File: src/rtl/mips_pkg.sv
// Shared types and helpers for the memory access stage.
//   mem_op_t : memory operation code carried from decode/execute
//   state_t  : stage sequencing state
//   mreq_t   : op context captured while a bus access is outstanding
package mips_pkg;

  localparam int NUM_LANES = 4;
  localparam int LANE_W    = 8;

  typedef enum logic [3:0] {
    NONE = 4'd0, LW, LH, LHU, LB, LBU, SW, SH, SB
  } mem_op_t;

  typedef enum logic [1:0] {IDLE, BUS, HOLD} state_t;

  typedef struct packed {
    mem_op_t    op;
    logic [1:0] ofs;
    logic [4:0] rd;
    logic       regwrite;
  } mreq_t;

  function automatic logic is_load(mem_op_t op);
    case (op)
      LW, LH, LHU, LB, LBU: return 1'b1;
      default:              return 1'b0;
    endcase
  endfunction

  function automatic logic is_store(mem_op_t op);
    case (op)
      SW, SH, SB: return 1'b1;
      default:    return 1'b0;
    endcase
  endfunction

  // Word ops need a 4-byte aligned address, halfword ops a 2-byte one.
  function automatic logic is_misaligned(mem_op_t op, logic [1:0] a);
    case (op)
      LW, SW:      return a != 2'b00;
      LH, LHU, SH: return a[0];
      default:     return 1'b0;
    endcase
  endfunction

endpackage

File: src/rtl/mem_lane_align.sv
// Byte-lane steering (combinational).
//   st_op/st_ofs/st_wdata -> st_be/st_data : byte enables and lane-replicated
//                                             store data for the bus
//   ld_op/ld_ofs/ld_rdata -> ld_data       : selected lane extracted and
//                                             sign/zero extended
// Loads enable all four lanes; the lane is picked on the return path.
module mem_lane_align
  import mips_pkg::*;
(
  input  mem_op_t     st_op,
  input  logic [1:0]  st_ofs,
  input  logic [31:0] st_wdata,
  output logic [3:0]  st_be,
  output logic [31:0] st_data,
  input  mem_op_t     ld_op,
  input  logic [1:0]  ld_ofs,
  input  logic [31:0] ld_rdata,
  output logic [31:0] ld_data
);

  logic [NUM_LANES-1:0][LANE_W-1:0] st_lanes;

  for (genvar i = 0; i < NUM_LANES; i++) begin : g_lane
    localparam logic [1:0] LN   = 2'(i);
    localparam int         HOFS = (i % 2) * LANE_W;

    assign st_be[i] = (st_op == SW) | is_load(st_op) |
                      ((st_op == SH) & (st_ofs[1] == LN[1])) |
                      ((st_op == SB) & (st_ofs == LN));

    // Replicate the byte/halfword into every lane so the enabled lane
    // always carries the right value regardless of offset.
    assign st_lanes[i] = (st_op == SB) ? st_wdata[7:0] :
                         (st_op == SH) ? st_wdata[HOFS +: LANE_W] :
                                         st_wdata[i*LANE_W +: LANE_W];
  end

  assign st_data = st_lanes;

  logic [7:0]  lbyte;
  logic [15:0] lhalf;

  always_comb begin
    lbyte = ld_rdata[{ld_ofs, 3'b000} +: 8];
    lhalf = ld_ofs[1] ? ld_rdata[31:16] : ld_rdata[15:0];
    case (ld_op)
      LB:      ld_data = {{24{lbyte[7]}}, lbyte};
      LBU:     ld_data = {24'h0, lbyte};
      LH:      ld_data = {{16{lhalf[15]}}, lhalf};
      LHU:     ld_data = {16'h0, lhalf};
      default: ld_data = ld_rdata;
    endcase
  end

endmodule

File: src/rtl/mem_access_stage.sv
// Memory access stage behind the execute ALU.
//   in_*    : op from execute (valid/ready); in_alu_y is the address for
//             memory ops or the result for NONE
//   mem_*   : req/ack data bus; request held until mem_ack
//   out_*   : registered writeback result (valid/ready), out_misalign flags
//             an address exception (no bus cycle was issued)
// One op in flight: a bus access or an unconsumed result stalls in_ready.
module mem_access_stage
  import mips_pkg::*;
#(
  parameter int AW = 32,
  parameter int DW = 32
) (
  input  logic          clk,
  input  logic          reset_n,
  input  logic          in_valid,
  output logic          in_ready,
  input  mem_op_t       in_op,
  input  logic [AW-1:0] in_alu_y,
  input  logic [DW-1:0] in_wdata,
  input  logic [4:0]    in_rd,
  input  logic          in_regwrite,
  output logic          mem_req,
  output logic          mem_we,
  output logic [AW-1:0] mem_addr,
  output logic [3:0]    mem_be,
  output logic [DW-1:0] mem_wdata,
  input  logic          mem_ack,
  input  logic [DW-1:0] mem_rdata,
  output logic          out_valid,
  input  logic          out_ready,
  output logic [DW-1:0] out_data,
  output logic [4:0]    out_rd,
  output logic          out_regwrite,
  output logic          out_misalign
);

  state_t      state;
  mreq_t       cap;
  logic        xfer;
  logic        is_mem;
  logic [3:0]  st_be;
  logic [31:0] st_data;
  logic [31:0] ld_data;

  assign in_ready = (state == IDLE) & (~out_valid | out_ready);
  assign xfer     = in_valid & in_ready;
  assign is_mem   = is_load(in_op) | is_store(in_op);

  mem_lane_align u_align (
    .st_op    (in_op),
    .st_ofs   (in_alu_y[1:0]),
    .st_wdata (in_wdata),
    .st_be    (st_be),
    .st_data  (st_data),
    .ld_op    (cap.op),
    .ld_ofs   (cap.ofs),
    .ld_rdata (mem_rdata),
    .ld_data  (ld_data)
  );

  always_ff @(posedge clk or negedge reset_n) begin
    if (!reset_n) begin
      state        <= IDLE;
      cap          <= '{op: NONE, ofs: 2'b00, rd: 5'd0, regwrite: 1'b0};
      mem_req      <= 1'b0;
      mem_we       <= 1'b0;
      mem_addr     <= '0;
      mem_be       <= '0;
      mem_wdata    <= '0;
      out_valid    <= 1'b0;
      out_data     <= '0;
      out_rd       <= '0;
      out_regwrite <= 1'b0;
      out_misalign <= 1'b0;
    end else begin
      // Consume first; a result loaded below in the same cycle wins.
      if (out_valid && out_ready) out_valid <= 1'b0;

      case (state)
        IDLE: begin
          if (xfer) begin
            if (!is_mem) begin
              out_valid    <= 1'b1;
              out_data     <= DW'(in_alu_y);
              out_rd       <= in_rd;
              out_regwrite <= in_regwrite;
              out_misalign <= 1'b0;
            end else if (is_misaligned(in_op, in_alu_y[1:0])) begin
              out_valid    <= 1'b1;
              out_data     <= DW'(in_alu_y);
              out_rd       <= in_rd;
              out_regwrite <= 1'b0;
              out_misalign <= 1'b1;
            end else begin
              cap       <= '{op: in_op, ofs: in_alu_y[1:0], rd: in_rd,
                             regwrite: in_regwrite};
              mem_req   <= 1'b1;
              mem_we    <= is_store(in_op);
              mem_addr  <= {in_alu_y[AW-1:2], 2'b00};
              mem_be    <= st_be;
              mem_wdata <= DW'(st_data);
              state     <= BUS;
            end
          end
        end
        BUS: begin
          if (mem_ack) begin
            mem_req      <= 1'b0;
            out_valid    <= 1'b1;
            out_data     <= is_load(cap.op) ? DW'(ld_data) : '0;
            out_rd       <= cap.rd;
            out_regwrite <= is_load(cap.op) & cap.regwrite;
            out_misalign <= 1'b0;
            state        <= out_ready ? IDLE : HOLD;
          end
        end
        HOLD: begin
          if (out_ready) state <= IDLE;
        end
        default: state <= IDLE;
      endcase
    end
  end

endmodule

File: config.mk
export PLATFORM = sky130hd
export DESIGN_NAME = mem_access_stage
export DESIGN_NICKNAME = d
export VERILOG_FILES = /design/src/rtl/mips_pkg.sv /design/src/rtl/mem_lane_align.sv /design/src/rtl/mem_access_stage.sv
export SDC_FILE = /design/constraint.sdc
export NUM_CORES = 1
export LEC_CHECK = 0
export ABC_CLOCK_PERIOD_IN_PS = 2720
export CORE_MARGIN = 4
export CORE_UTILIZATION = 46
export DETAILED_ROUTE_END_ITERATION = 8
export PLACE_DENSITY = 0.93
export SLEW_MARGIN = 0
export SYNTH_ARGS = -nofsm -noshare
export SYNTH_HDL_FRONTEND = slang
export SYNTH_SLANG_ARGS = --single-unit
export TNS_END_PERCENT = 20
File: constraint.sdc
create_clock -name clk -period 2.72 [get_ports clk]
set_input_delay 0.272 -clock clk [delete_from_list [all_inputs] [get_ports clk]]
set_output_delay 0.272 -clock clk [all_outputs]
set_load 0.03 [all_outputs]
Yosys cells after proc, flatten, opt, wreduce, memory -nomap -nowiden
Cells that the tools add are included.
- register bits: 122
- input port bits: 111
- logic and storage cells: 129
- reduce and logical (&&, ||, !) cells: 14
- bitwise logic cells: 21
- shift-type cells: 1
- equality and inequality tests: 24
- muxes and demuxes: 54
- operator list (kind ; count):
    $mux W32 ; 5
    $pmux W32 S4 ; 1
    $pmux W32 S2 ; 1
    $mux W8 ; 5
    $shiftx A32 B6 Y8 ; 1
    $eq A4 B3 Y1 const B ; 6
    $mux W1 ; 24
    $mux W5 ; 4
    $eq A4 B2 Y1 const B ; 4
    $mux W16 ; 1
    $mux W2 ; 6
    $ne A2 B2 Y1 const B ; 5
    $pmux W1 S2 ; 5
    $pmux W5 S2 ; 1
    $reduce_and A5 Y1 ; 2
    $reduce_or A5 Y1 ; 2
    $and A1 B1 Y1 ; 9
    $or A1 B1 Y1 ; 9
    $eq A4 B1 Y1 const B ; 2
    $reduce_and A4 Y1 ; 2
    $eq A2 B2 Y1 const B ; 3
    $pmux W2 S3 ; 1
    $reduce_or A3 Y1 ; 2
    $eq A2 B1 Y1 const B ; 2
    7 further kinds ; 11

Logic depth before layout (Yosys ltp)
Gate-level depths: netlist of the first run.
- word-level depth: 11
- gate-level depth with buffers: 9
- gate-level depth less buffers: 5

By module
Synthesis of the first run repeated with hierarchy kept, for this count alone.
- cell total of the unflattened synthesis: 561
- area total of the unflattened synthesis: 6625.1 µm²
- modules (own cells, without submodules) (module ; cells an instance ; area an instance (µm²) ; instances ; seq. area each (µm²)):
    mem_access_stage ; 399 ; 5509.0 ; 1 ; 3052.9
    mem_lane_align ; 162 ; 1116.1 ; 1 ; 0.0

Worst setup path before layout of the first run
OpenSTA, ideal clock, no wires.
- path kind: register -> register
- from: register out_valid
- to: register cap[0] in the netlist's numbering
- setup slack: 0.246 ns
- buffers on the path: 1
- arrival time: 2.349 ns
- stages on the path, launching flop included: 7
- data required time: 2.595 ns
- path through: dfrtp_1 -> nor2b_1 -> nor3_1 -> nand2_1 -> a21oi_2 -> buf_2 -> mux2_2
- longest elaborated chain between the ends: 5
- ends and longest elaborated chain (item ; line ; RTL):
    start, declared ; mem_access_stage.sv:30 ; output logic out_valid,
    start signal, assigned ; mem_access_stage.sv:71 ; out_valid <= 1'b0;
    start signal, assigned ; mem_access_stage.sv:78 ; if (out_valid && out_ready) out_valid <= 1'b0;
    start signal, assigned ; mem_access_stage.sv:84 ; out_valid <= 1'b1;
    $not A1 Y1 ; mem_access_stage.sv:46 ; assign in_ready = (state == IDLE) & (~out_valid | out_ready);
    $or A1 B1 Y1 ; mem_access_stage.sv:46 ;
    $and A1 B1 Y1 ; mem_access_stage.sv:46 ;
    via in_ready ; mem_access_stage.sv:17 ; output logic in_ready,
    $and A1 B1 Y1 ; mem_access_stage.sv:47 ; assign xfer = in_valid & in_ready;
    $reduce_and A4 Y1 (no line) ; n/a ;
    end signal, assigned ; mem_access_stage.sv:65 ; cap <= '{op: NONE, ofs: 2'b00, rd: 5'd0, regwrite: 1'b0};
    end signal, assigned ; mem_access_stage.sv:96 ; cap <= '{op: in_op, ofs: in_alu_y[1:0], rd: in_rd,
    end, declared ; mem_access_stage.sv:39 ; mreq_t cap;
The timed path passes the listed nets, and every way through them passes these cells.
A chain may end at the register's enable or synchronous reset.

Worst setup path after layout of the first run
- from: register cap[10] in the netlist's numbering
- to: register out_data[28]
- longest elaborated chain between the ends: 8
- elaborated cells on any way between the ends: 13
- classes of those cells: eq/ne: 5; mux: 7; reduce/logical: 1
- ends and longest elaborated chain (item ; line ; RTL):
    $eq A4 B1 Y1 (tied with other cells) ; mips_pkg.sv:24 ; case (op)
    $reduce_or A5 Y1 ; mips_pkg.sv:24 ;
    $mux W1 ; mips_pkg.sv:24 ;
    $mux W1 ; mem_access_stage.sv:108 ; if (mem_ack) begin
    $mux W1 ; mem_access_stage.sv:80 ; case (state)
    $mux W32 * ; mem_access_stage.sv:111 ; out_data <= is_load(cap.op) ? DW'(ld_data) : '0;
    $mux W32 * ; mem_access_stage.sv:108 ;
    $pmux W32 S2 * ; mem_access_stage.sv:80 ;
    end signal, assigned ; mem_access_stage.sv:85 ; out_data <= DW'(in_alu_y);
    end signal, assigned ; mem_access_stage.sv:91 ; out_data <= DW'(in_alu_y);
    end signal, assigned ; mem_access_stage.sv:111 ;
    end, declared ; mem_access_stage.sv:32 ; output logic [DW-1:0] out_data,
Every way passes the cells marked *; elsewhere a longest branch is shown, timed or not. The select of a mux whose other input is x is not followed.

==> results.md, run 1 <==
- The detailed-route vias per instance is 5.61.
- The cell area after synthesis is 6460 sq um.
- The number of I/O port buffers is 219.
- In this run the power spent charging and discharging nets is 4.13 mW.
- The clock share of power is 20.9%.
- The period utilization is 91.7%.
- The setup slack of the worst register-to-register path is 0.22 ns.
- Setup repair after global routing left no endpoint under its margin.
- The clock tree synthesis step divided the H-tree into 4 levels.
- The XOR/XNOR share of the synthesized area is 0.407%.
- The detailed router's first-iteration violation count is 444.
- The sum of buffers and inverters on the critical path is 1.
- The family of cells with the greatest summed delay on the critical path is simple AND/OR/NAND/NOR gates.
- The power density over the cells is 1110 nW/um^2.
- The worst hold path belongs to the class in2async.
- The number of rows in the core area is 43.
- The total area inside the core boundary comes to 13800 sq um.
- The area overhead of the layout relative to synthesis is 47.2%.
- The sequential-to-total area share from yosys stat is 47.2%.
- After clock tree synthesis, the setup repair step added 0 buffers.
- In this run the remaining antenna-violating nets after routing total 0.
- Of the total synthesized cell area, the portion taken by full adders, half adders and majority gates is 0%.
- After Yosys synthesis, and, or, nand and nor cells account for 10.5% of the synthesized area.
- The share of synthesized area spent on multiplexers is 23.6%.
- For this design the top-level I/O count stands at 222.
- The share of cells above drive strength 1 is 22.8%.
- The number of placed instances, taps included, is 951.
- The routed layout has 5519 vias.
- The headroom to the max-slew limit is 55.1%.
- The number of antenna repair diodes is 0.
- The root buffer cell is clkbuf_16.
- Buffers inserted during clock tree synthesis total 17.
- Entering global routing, the biggest net connects 57 pins.
- The worst setup path is captured at a register.
- Clock latency on the worst-skew pair, taken at its later pin, is 0.42 ns.
- The run finished with clean final reports.
- The proportion of power drawn by combinational gates is 49.7%.
- The post-synthesis area per instance is 11.3 sq um.
- The number of hold-slack violations in the final timing report is 0.
- The actual transition at the worst max-transition pin is 0.671 ns.
- The sequential share of power is 29.4%.
- The final layout contains 902 nets.
- The switching power as a share of total power is 39.0%.
- The final routed DRC violation total is 0.
- The number of warning messages in the yosys log is 0.
- The maximum clock skew at final layout is 0.00965 ns.
- In this run the horizontal extent of the chip is 127 um.
- Once the floorplan was initialized, standard cells occupied 46.7% of the core.
- The synthesized design contains 0 enable-type register cells.
- The global placement routability congestion is 0.901.
- Before CTS, the worst setup slack after placement is 0.187 ns.
- The CTS tree is done.
- The number of global-route vias before repair came to 5787.
- The critical path goes through nor2b_1 > nand3_1 > a2111oi_4 > buf_4 > a21oi_1 > a2bb2oi_1.
- The final-layout setup total negative slack is 0 ns.
- For this design the static power due to leakage is 3.99 nW.
- The first global-routing pass estimated 30.9 mm of wire.
- Across every metal layer, demand over resource in global routing totals 24.3%.
- The tool flagged a number of max-cap violations equal to 0.
- By startpoint and endpoint, the worst setup path is classified as reg2reg.
- In this run, synthesis produced a sequential element count of 122.
- The die covers 16000 sq um.
- The endpoint arrival time on the critical path is 2.83 ns.
- The delay of the slowest critical-path stage is 0.63 ns.
- The number of detailed-route iterations in the first pass is 5.
- The number of endpoints failing setup at the final stage is 0.
- After synthesis, the largest family of logic cells by area is multiplexers.
- The most frequently used flop master after synthesis is dfrtp_1.
- The worst path setup slack after routing is 0.225 ns.
- The largest individual stage delay along the critical path comes from the cell dfrtp_1.
- The post-detailed-route wirelength per cell is 20.1 um.
- Of all cell types, the one taking the most synthesized area is dfrtp_1.
- The worst path needs 2.50 ns of the cycle, external delays included.
- The post-CTS clock slew at the launch and capture registers of the worst setup and hold paths is 0.06 ns.
- The highest fanout seen on the critical path is 16.
- The highest ir drop seen on vdd is 0.000699 V.
- The finished layout holds 983 standard cells, fillers aside.
- The layout has 948 filler cells.
- The maximum count of clock buffers along a single path is 2.
- The initial antenna violation count was 0.
- The total count of max-transition violations in the final report is 0.
- The count of clock tree sinks is 122.
- The total wire length is 19.8 mm.
- The netlist uses 48 different library cells.
- The post-synthesis cell count is 570.
- Static timing analysis puts the maximum clock frequency at 401 MHz.
- STA classifies the critical path startpoint as a register.
- Summed over all nets, the half-perimeter wirelength after detailed placement is 14.5 mm.
- Summing the areas of all compound-gate instances in the mapped netlist gives 14.1% of the synthesized area.
- Ranked by total cell area, the synthesized netlist is headed by dfrtp_1 47%, mux2_2 16%, mux2_4 5.3%.
- At the worst endpoint, the required time is 3.06 ns.
- The share of the synthesized area in the top cell type is 47.2%.
- For this run, asynchronously set or reset flops after synthesis account for 100%.
- The die span in y is 127 um.
- Cell internal power was estimated by the tool at 6.46 mW.
- The total overflow left after global routing is 0.
registers in the layout, indices dropped and copies added, names as in the netlist:
signal,flops
out_regwrite,1
out_valid,1
out_rd,5
cap,12
mem_addr,30
mem_be,4
mem_wdata,32
out_data,32
out_misalign,1
mem_we,1
mem_req,1
state,2
metrics by stage:
step                      utilization [%]  hold slack, ns  total power, mW  cell area (sq um)
after floorplan                         -         -0.0236             6.16               6470
after global placement               64.5           0.214             8.22               8920
after detailed placement             64.5           0.220             8.36               8920
after CTS                            68.8           0.330             10.6               9510
after global routing                 68.8           0.351             11.1               9510
final                                68.8           0.332             10.6               9510
synth_stat cells, drive strengths merged, types with 2 or more instances:
| library cell | instances |
|---|---|
| a221o | 6 |
| nand2b | 23 |
| nand3 | 2 |
| a21o | 3 |
| or3b | 2 |
| mux2i | 11 |
| a21oi | 28 |
| nor3 | 3 |
| clkbuf | 19 |
| inv | 6 |
| a22oi | 2 |
| o21bai | 7 |
| nor2 | 6 |
| nor2b | 18 |
| o221ai | 7 |
| nand2 | 66 |
| a32o | 7 |
| a2bb2oi | 16 |
| nand3b | 8 |
| mux2 | 116 |
| buf | 28 |
| xnor2 | 2 |
| a2111oi | 2 |
| a311o | 2 |
| o32ai | 3 |
| dfrtp | 122 |
| o21ai | 41 |
| a31oi | 2 |
worst reg2reg max path: stages, from the launching register on:
cell and delay [ns]:
dfrtp_1 0.63, nor2b_1 0.55, nand3_1 0.30, a2111oi_4 0.39
buf_4 0.26, a21oi_1 0.13, a2bb2oi_1 0.16
layout by cell type, fill, tap and decap left out, types with 3 or more instances in the layout:
| cell | count |
|---|---|
| clkdlybuf4s50_1 | 218 |
| dfrtp_1 | 122 |
| mux2_2 | 93 |
| nand2_1 | 66 |
| o21ai_0 | 39 |
| a21oi_1 | 26 |
| buf_4 | 26 |
| mux2_4 | 23 |
| nand2b_1 | 22 |
| nor2b_1 | 18 |
| clkbuf_16 | 17 |
| a2bb2oi_1 | 16 |
| mux2i_1 | 11 |
| nand3b_1 | 8 |
| o221ai_1 | 7 |
| o21bai_1 | 7 |
| a32o_1 | 7 |
| inv_1 | 6 |
| nor2_1 | 6 |
| a221o_1 | 6 |
| clkbuf_8 | 4 |
| nor3_1 | 3 |
| a21o_1 | 3 |
| o32ai_1 | 3 |
| clkbuf_1 | 3 |
| clkinv_2 | 3 |
| buf_12 | 3 |
path summary, 6_finish.rpt:
path	startpoint	endpoint	cells after the start
hold / removal	reset_n	cap[0]	2
setup / recovery	cap[10]	out_data[28]	6
max in group asynchronous	reset_n	mem_addr[30]	3
setup reg to reg	cap[10]	out_data[28]	6
hold reg to reg	mem_req	mem_req	1
min in group clk	out_ready	state[1]	2
metal layers:
layer	global-route usage [%]	vias to the layer above	part of all wire, %
li1	-	2492	-
met1	29.7	2717	39
met2	40.3	255	50
met3	6.53	55	7.5
met4	11.3	0	3.6
met5	0	-	0
power by group through the flow:
stage / registers (mW) / logic (mW) / clock network, mW
after floorplan: 4.43 / 1.73 / 0
after global placement: 3.08 / 5.14 / 0
after detailed placement: 3.12 / 5.24 / 0
after CTS: 3.11 / 5.28 / 2.26
after global routing: 3.22 / 5.50 / 2.34
final: 3.11 / 5.27 / 2.22
layout make-up:
type                       count  area [sq um]  area share [%]
inverter                       6          22.5           0.237
sequential                   122          3050            32.1
tap                          180           225            2.37
timing repair buffer         248          2450            25.7
clock buffer                  24           492            5.17
clock inverter                 7          90.1           0.947
multi-input combinational    396          3180            33.5
cells by family (layout without fill, tap and decap cells):
logic type | after synthesis | count (layout)
and+or+nand+nor | 134 | 134
AOI/OAI and AO/OA | 129 | 129
muxes | 128 | 128
DFF | 122 | 122
buffers and inverters | 53 | 285
xor gates and xnor gates | 3 | 3
other | 1 | 2
timing repair:
action                                  in CTS  in global routing
endpoints found under the setup margin       0                  0
hold endpoints to repair                    26                  0
hold buffers                                 1                  0
gates resized for setup                      0                  0
No activity file was read; power rests on OpenSTA's default activity.
==> run 2: changes to the inputs <==
Settings changed: ABC_CLOCK_PERIOD_IN_PS 2720 to default.
==> results of run 2 <==
Same layout as run 1: the final DEF is identical, and so are final timing and power.
==> run 3: changes to the inputs <==
Settings changed: CORE_UTILIZATION 46 to 45, PLACE_DENSITY 0.93 to 0.91.
==> results.md, run 3 (synthesis gave the netlist of run 1 again) <==
- The flow ran to the end, and the final reports show no timing, DRC or antenna violations.
- The count of clock tree sinks is 122 (unchanged).
- The worst reg-to-reg path cell count was 6 (unchanged).
- The floorplan die area is 16300 sq um (+2.1%).
- The largest net degree at the start of global routing is 70 (+23%).
- The sum of buffers and inverters on the critical path was 1 (unchanged).
- The total stage count of the critical path was 6 (unchanged).
- The total count of max-transition violations in the final report came to 0 (unchanged).
- The die extent in x is 128 um (+1.0%).
- The critical path goes through nor2b_1 > nand3_1 > a2111oi_4 > buf_4 > a21oi_1 > a2bb2oi_1.
- The total power of the final layout is 10.4 mW (-1.4%).
- The setup fix buffers added after clock tree synthesis came to 0 (unchanged).
- The number of standard cells in the final layout excluding fillers came to 980 (-0.31%).
- The number of I/O port buffers came to 219 (unchanged).
- The count of instances resized after the clock tree is built came to 0 (unchanged).
- Leaving out fill and tap cells, the most frequent cell in the layout is clkdlybuf4s50_1.
- The maximum count of clock buffers along a single path is 2 (unchanged).
- The total wire length came to 19.3 mm (-2.4%).
- The final routed DRC violation total is 0 (unchanged).
- The number of placed instances with taps included was 948 (-0.32%).
- The kind of cell with the highest combined delay along the critical path is simple AND/OR/NAND/NOR gates.
- The class of the worst hold path is in2reg.
- The root buffer cell is clkbuf_16.
- The die span in y was 128 um (+1.0%).
- The maximum clock frequency is 399 MHz (-0.39%).
- The area overhead of the layout relative to synthesis is 46.5%.
- The headroom to the max-slew limit was 52.0% (-3.0 points).
- The number of rows in the core area was 43 (unchanged).
- The library cells used most frequently in the layout, excluding fill and tap cells, are 218 x clkdlybuf4s50_1, 122 x dfrtp_1, 93 x mux2_2, 66 x nand2_1, 39 x o21ai_0.
- The critical path data required time is 3.05 ns (about the same).
- In this run the critical register-to-register path is launched from cap[10].
- The post-layout net count is 899 (-0.33%).
- The number of routed nets with antenna violations is 0 (unchanged).
- The setup slack of the worst register-to-register path is 0.22 ns (about the same).
- The initial cell density of the core is 46.2% (-0.54 points).
- The fill cell total of the finished layout is 1051 (+11%).
- Setup repair after global routing left no endpoint under its margin.
- The count of hold buffers inserted by post-cts repair is 1 (unchanged).
- The actual transition at the worst max-transition pin is 0.719 ns (+0.0480 ns).
- The total core area was 14000 sq um (+1.2%).
- The HPWL reported at the end of detailed placement was 14.1 mm (-2.5%).
- The global placement routability congestion is 0.876 (-2.8%).
- The number of endpoints failing setup at the final stage is 0 (unchanged).
- The worst hold path terminates at state[1].
- The largest registers in the layout are mem_wdata x32, out_data x32, mem_addr x30.
- STA classifies the critical path endpoint as a register.
- The post-placement worst setup slack is 0.209 ns (+0.0218 ns).
- The maximum clock skew at final layout is 0.00687 ns (-0.00278 ns).
- In this run the most critical hold path is launched from out_ready.
- The number of hold-slack violations in the final timing report is 0 (unchanged).
- The first-pass GRT wire length came to 30.5 mm (-1.4%).
- The share of cells above drive strength 1 came to 22.8% (-0.040 points).
- The max-cap check violation count is 0 (unchanged).
- The final worst hold slack is 0.422 ns (+0.0902 ns).
- The global-route usage over all layers is 23.7% (-0.66 points).
- The post-CTS clock slew at the launch and capture registers of the worst setup and hold paths is 0.06 ns (about the same).
- The number of ports placed on the die boundary came to 222 (unchanged).
- The detailed router's first-iteration violation count is 370 (-17%).
- The worst-skew pair later-pin latency came to 0.42 ns (about the same).
- The slowest stage of the critical path belongs to the cell dfrtp_1.
- The highest ir drop seen on vdd is 0.000749 V (+7.1%).
- The power density over the cells was 1100 nW/um^2 (-0.94%).
- The post-detailed-route wirelength per cell came to 19.7 um (-2.1%).
- The endpoint arrival time on the critical path was 2.84 ns (about the same).
- The detailed-route vias per instance is 5.51 (-1.9%).
- The worst path setup slack after routing came to 0.215 ns (-0.00973 ns).
- The highest fanout seen on the critical path came to 16 (unchanged).
- The worst hold path depth is 2.
- The number of buffers created by CTS came to 17 (unchanged).
- The number of detailed-route iterations in the first pass is 5 (unchanged).
- The period utilization is 92.1% (+0.36 points).
- The initial antenna violation count is 0 (unchanged).
- The H-tree depth is 4 (unchanged).
- The setup path with the least slack is of type reg2reg.
- The count of vias placed by the detailed router is 5396 (-2.2%).
- The capturing point of the worst reg2reg path is out_data[25].
- The final-layout setup total negative slack is 0 ns (unchanged).
- The delay of the slowest critical-path stage is 0.62 ns (about the same).
- TritonCTS built the clock tree.
- The aggregate global routing overflow is 0 (unchanged).
- The kind of launch point of the worst setup path is a register.
- The number of antenna repair diodes was 0 (unchanged).
- The shortest period the worst path allows is 2.50 ns (+0.00973 ns).
- The leakage power was 3.96 nW (-0.88%).
- The number of global-route vias before repair is 5674 (-2.0%).
-- run 3: changes by cell type in the layout (fill, tap and decap cells not counted), sizes merged --
cell | before | now
clkinv | 3 | 7
clkinvlp | 2 | 4
clkbuf | 24 | 19
bufinv | 2 | 1
buf | 29 | 26
-- run 3: cell type report --
class / count / area (sq um) / share of cell area [%]
Multi-Input combinational cell: 396 / 3180 / 33.6
Sequential cell: 122 / 3050 / 32.2
Timing Repair Buffer: 245 / 2440 / 25.7
Clock buffer: 19 / 443 / 4.68
Tap cell: 180 / 225 / 2.38
Clock inverter: 12 / 103 / 1.08
Inverter: 6 / 22.5 / 0.238
-- run 3: how the worst max path moves through the flow --
stage | start | to | slack (ns)
global route | cap[10] | out_data[29] | 0.05
detailed placement | in_op[0] | mem_wdata[4] | 0.21
global placement | in_op[0] | out_data[1] | 0.25
CTS | cap[10] | out_data[25] | 0.21
finish | cap[10] | out_data[25] | 0.22
floorplan | out_valid | cap[0] | 0.25
-- run 3: worst reg2reg max path, cell delays in order (launching register included) --
cell	delay, ns
dfrtp_1	0.62
nor2b_1	0.59
nand3_1	0.26
a2111oi_4	0.38
buf_4	0.26
a21oi_1	0.11
a2bb2oi_1	0.20
-- run 3: per-layer routing --
layer | track usage [%] | vias to the layer above | part of all wire [%]
li1 | - | 2494 | -
met1 | 31.2 | 2681 | 43
met2 | 38.4 | 187 | 49
met3 | 5.92 | 34 | 5.9
met4 | 7.74 | 0 | 2.3
met5 | 0 | - | 0
-- run 3: through the flow --
stage,cell area (sq um),utilization (%)
final,9470,67.7
after floorplan,6470,-
after detailed placement,8910,63.7
after global placement,8910,63.7
after global routing,9470,67.7
after CTS,9470,67.7
-- run 3: power by group --
part           internal, mW  switching (mW)  leakage [nW]
Combinational          2.43            2.81          2.25
Clock                  1.27           0.830         0.260
Sequential             2.60           0.514          1.45
Total                  6.29            4.16          3.96
